--- config.mk ---
export PLATFORM = sky130hd
export DESIGN_NAME = baggage_drop_ctrl
export DESIGN_NICKNAME = d
export VERILOG_FILES = /design/src/rtl/baggage_drop_ctrl.sv
export SDC_FILE = /design/constraint.sdc
export NUM_CORES = 1
export LEC_CHECK = 0
export BUFFER_PORTS_ARGS = -buffer_cell sky130_fd_sc_hd__clkbuf_2
export CORE_MARGIN = 2
export CORE_UTILIZATION = 28
export DETAILED_ROUTE_END_ITERATION = 10
export GPL_ROUTABILITY_DRIVEN = 0
export SLEW_MARGIN = 15
export SYNTH_ARGS = -nofsm -noshare
export SYNTH_HDL_FRONTEND = slang
export SYNTH_SLANG_ARGS = --single-unit
--- constraint.sdc ---
create_clock -name clk -period 9.3 [get_ports clk]
set_clock_uncertainty 0.2 [all_clocks]
set_input_delay 1.86 -clock clk [delete_from_list [all_inputs] [get_ports clk]]
set_output_delay 1.86 -clock clk [all_outputs]
set_load 0.05 [all_outputs]
--- src/rtl/baggage_drop_ctrl.sv ---
// baggage_drop_ctrl: captures a height sample, takes its 4-bit integer root serially, then drops, rejects as cold, or reports locked.
module baggage_drop_ctrl #(
  parameter int HOLD_CYCLES = 16
) (
  input  logic       clk,
  input  logic       rst,
  input  logic       start_i,
  input  logic [7:0] height_i,
  input  logic [3:0] t_lim_i,
  input  logic       drop_en_i,
  output logic       busy_o,
  output logic       done_o,
  output logic [3:0] t_act_o,
  output logic [1:0] status_o,
  output logic       drop_active_o
);
  typedef enum logic [1:0] {IDLE, CALC, DECIDE, DROP} state_t;
  state_t state_q, state_d;
  logic [7:0] height_q, height_d, cnt_q, cnt_d, sq;
  logic [3:0] tlim_q, tlim_d, root_q, root_d, tact_q, tact_d, trial;
  logic [1:0] bit_q, bit_d, status_q, status_d;
  logic       en_q, en_d, done_q, done_d, accept;
  always_ff @(posedge clk) begin
    if (rst) begin
      state_q  <= IDLE;
      height_q <= '0;
      tlim_q   <= '0;
      en_q     <= 1'b0;
      root_q   <= '0;
      bit_q    <= '0;
      cnt_q    <= '0;
      tact_q   <= '0;
      status_q <= '0;
      done_q   <= 1'b0;
    end else begin
      state_q  <= state_d;
      height_q <= height_d;
      tlim_q   <= tlim_d;
      en_q     <= en_d;
      root_q   <= root_d;
      bit_q    <= bit_d;
      cnt_q    <= cnt_d;
      tact_q   <= tact_d;
      status_q <= status_d;
      done_q   <= done_d;
    end
  end
  always_comb begin
    state_d = (state_q == IDLE)   ? (start_i ? CALC : IDLE) :
              (state_q == CALC)   ? ((bit_q == 2'd0) ? DECIDE : CALC) :
              (state_q == DECIDE) ? ((en_q && root_q <= tlim_q) ? DROP : IDLE) :
                                    ((!drop_en_i || cnt_q == 8'd0) ? IDLE : DROP);
  end
  // trial fits in 4 bits, so its square never exceeds 225 and 8 bits suffice
  always_comb begin
    accept   = (state_q == IDLE) && start_i;
    trial    = root_q | (4'd1 << bit_q);
    sq       = {4'd0, trial} * {4'd0, trial};
    height_d = accept ? height_i : height_q;
    tlim_d   = accept ? t_lim_i : tlim_q;
    en_d     = accept ? drop_en_i : en_q;
    root_d   = accept ? 4'd0 : (state_q == CALC && sq <= height_q) ? trial : root_q;
    bit_d    = accept ? 2'd3 : (state_q == CALC) ? bit_q - 2'd1 : bit_q;
    tact_d   = accept ? 4'd0 : (state_q == DECIDE) ? root_q : tact_q;
    status_d = accept ? 2'd0 :
               (state_q == DECIDE) ? (!en_q ? 2'd3 : (root_q > tlim_q) ? 2'd1 : 2'd2) :
               (state_q == DROP && !drop_en_i) ? 2'd3 : status_q;
    cnt_d    = (state_q == DECIDE) ? 8'(HOLD_CYCLES - 1) :
               (state_q == DROP && cnt_q != 8'd0) ? cnt_q - 8'd1 : cnt_q;
    done_d   = (state_q != IDLE) && (state_d == IDLE);
  end
  always_comb begin
    busy_o        = state_q != IDLE;
    done_o        = done_q;
    t_act_o       = tact_q;
    status_o      = status_q;
    drop_active_o = state_q == DROP;
  end
endmodule
==> metrics.yaml <==
finalSetupViolCount: 0
syn_area_sq_mm: 0.00201
setup-tns-final_ns: 0
required_ns: 7.24
grt_pass1_vias: 1622
internal_power_uw: 248
postSynthAreaPerCell_sq_um: 8.30
rsz0062_at_grt: "false"
fin_nets: 300
timing.rr.start: "bit_q[1]"
p_sw_uw: 91.8
critPathSlowestCell: "dfxtp_1"
crit_path_cell_trace: "inv_1 > nor2_1 > clkbuf_2"
reg2reg_depth: 14
cts_buffers: 5
h-tree-depth: 2
hold-worst-slack_ns: 0.254
dp_hpwl_mm: 3.16
dieArea_sq_mm: 0.00787
cp.arrival_ns: 1.52
fp.dieH_um: 88.7
max-cap-violations: 0
p_clk_share_pct: 35.5
grt_max_degree: 26
core.rowCount: 30
period_share_pct: 38.5
cp.buffers_inverters: 2
antenna_left: 0
syn_to_final_growth_pct: 14.6
syn_inst: 242
vias_per_cell: 4.66
hold_start: "en_q"
critPathMaxFanout: 11
period_minus_slack_ns: 3.58
diodes: 0
drive_above_1_share_pct: 15.5
worstSetupStartpointType: "register"
ys_seq_area_share_pct: 35.9
ys_top_cells_by_area: "dfxtp_1, ha_1, a21oi_1"
die_width_um: 88.7
clock.fmax_mhz: 280
hold_end: "en_q"
synth_most_common_cell: "nand2_1"
drcViolationCount: 0
core_sq_mm: 0.00687
cp_top_family: "flip-flops"
hold_depth: 2
clk_pin_slew_worst_paths_ns: 0.08
critPathMaxStageDelay_ns: 0.55
cts_num_sinks: 36
boundaryPins: 25
p_leak_nw: 0.956
synth_top_area_cell: "dfxtp_1"
async_flop_share_pct: 0
grt_use_total_pct: 11.5
cts_tree: "yes"
cts_setup_buffers: 0
root_buffer: "clkbuf_8"
yosys_warnings: 0
finalHoldViolCount: 0
critPathCaptureType: "output port"
grt_overflow: 0
start_util_pct: 29.2
hold_path_class: "reg2reg"
power_frac_seq_pct: 48.2
antenna_found_initial: 0
stdcell_count: 360
num_vias: 1678
ys_top_cells_by_count: "nand2_1, dfxtp_1, a21oi_1, nor2_1, ha_1"
maxSlewViolCount: 0
clk_latency_ns: 0.28
synth_top_area_share_pct: 35.9
max-slew-margin-rel_pct: 36.8
drt-pass1-iter-count: 4
timing.rr.end: "root_q[3]"
synth_nets: 278
ys_types: 39
synth_edf_count: 0
synth_ff_type: "dfxtp_1"
hold_buffers: 0
powerDensity_mw_per_mm2: 147
num-fill-cells: 741
grt_pass1_wl_mm: 7.30
status: "finished clean"
power.share.switching_pct: 27.0
synth_seq_cells: 36
drtIter0Drc: 91
clk_path_buf_depth: 2
critical_path_class: "reg2out"
cts_resized: 0
combinationalPowerShare_pct: 16.3
tightest_slew_ns: 0.943
wl_per_cell_um: 11.7
ff2ff_setup_slack_ns: 5.93
dp_cells: 353
port_buffers: 24
drt-total-wl_mm: 4.20
peakVddDrop_uv: 52.4
[power groups by stage]
stage          Combinational (mW)  Clock (mW)  Sequential, mW
2_1_floorplan              0.0434           0           0.166
3_3_place_gp               0.0550           0           0.167
3_5_place_dp               0.0558           0           0.167
4_1_cts                    0.0561       0.124           0.163
5_1_grt                    0.0658       0.130           0.164
6_report                   0.0553       0.121           0.163
[cell type report]
cell class	instances	area, sq um	share of cell area (%)
timing repair buffer	24	120	5.22
inverter	19	71.3	3.10
multi-input combinational	178	1170	51.0
sequential	36	721	31.3
tap	96	120	5.22
clock buffer	7	96.3	4.19
[worst min-delay path, delay by kind of cell, from the launching register on]
family	cells	cell delay (ns)
flip-flops	1	0.31
AO/OA/AOI/OAI	1	0.05
AND/OR/NAND/NOR	1	0.05
[layout by cell type, fill, tap and decap left out, types with 6 or more instances in the layout]
master	n
nand2_1	38
dfxtp_1	36
a21oi_1	30
clkbuf_2	24
nor2_1	22
ha_1	20
inv_1	19
xnor2_1	7
a211oi_1	7
clkbuf_8	7
o21ai_0	6
[metrics by stage]
stage                     utilization (%)  setup WS [ns]  power [mW]  area, sq um
after floorplan                         -           6.01       0.209         2010
after global placement               32.1           5.76       0.222         2200
after global routing                 33.5           5.58       0.360         2300
final                                33.5           5.72       0.339         2300
after detailed placement             32.1           5.73       0.223         2200
after CTS                            33.5           5.73       0.343         2300
[how the worst max path moves through the flow]
stage | from | end | slack, ns | cells past startpoint
floorplan | state_q[1] | drop_active_o | 6.01 | 3
global placement | start_i | root_q[1] | 5.76 | 4
detailed placement | start_i | root_q[1] | 5.73 | 4
CTS | state_q[1] | drop_active_o | 5.73 | 3
global route | bit_q[1] | root_q[3] | 5.58 | 14
finish | state_q[1] | drop_active_o | 5.72 | 3
[logic make-up after synthesis]
group                    synth area share [%]
XOR/XNOR                                 3.49
AND/OR/NAND/NOR                          23.9
flip-flops                               35.9
adder cells (fa/ha/maj)                  12.5
buffers and inverters                    5.73
AO/OA/AOI/OAI                            18.6
[state kept, by name, summed over array words and instances, names as in the netlist]
register,count
tlim_q,4
cnt_q,8
t_act_o,4
en_q,1
bit_q,2
done_o,1
height_q,8
state_q,2
root_q,4
status_o,2
[routing by layer]
layer | up-vias | part of all wire [%] | GRT usage [%]
met1 | 770 | 53 | 16.3
li1 | 876 | - | -
met4 | 0 | 1.1 | 2.48
met3 | 7 | 3.3 | 2.43
met2 | 25 | 43 | 18.2
met5 | - | 0 | 0
Note: power is estimated with default switching activity, not from simulation.
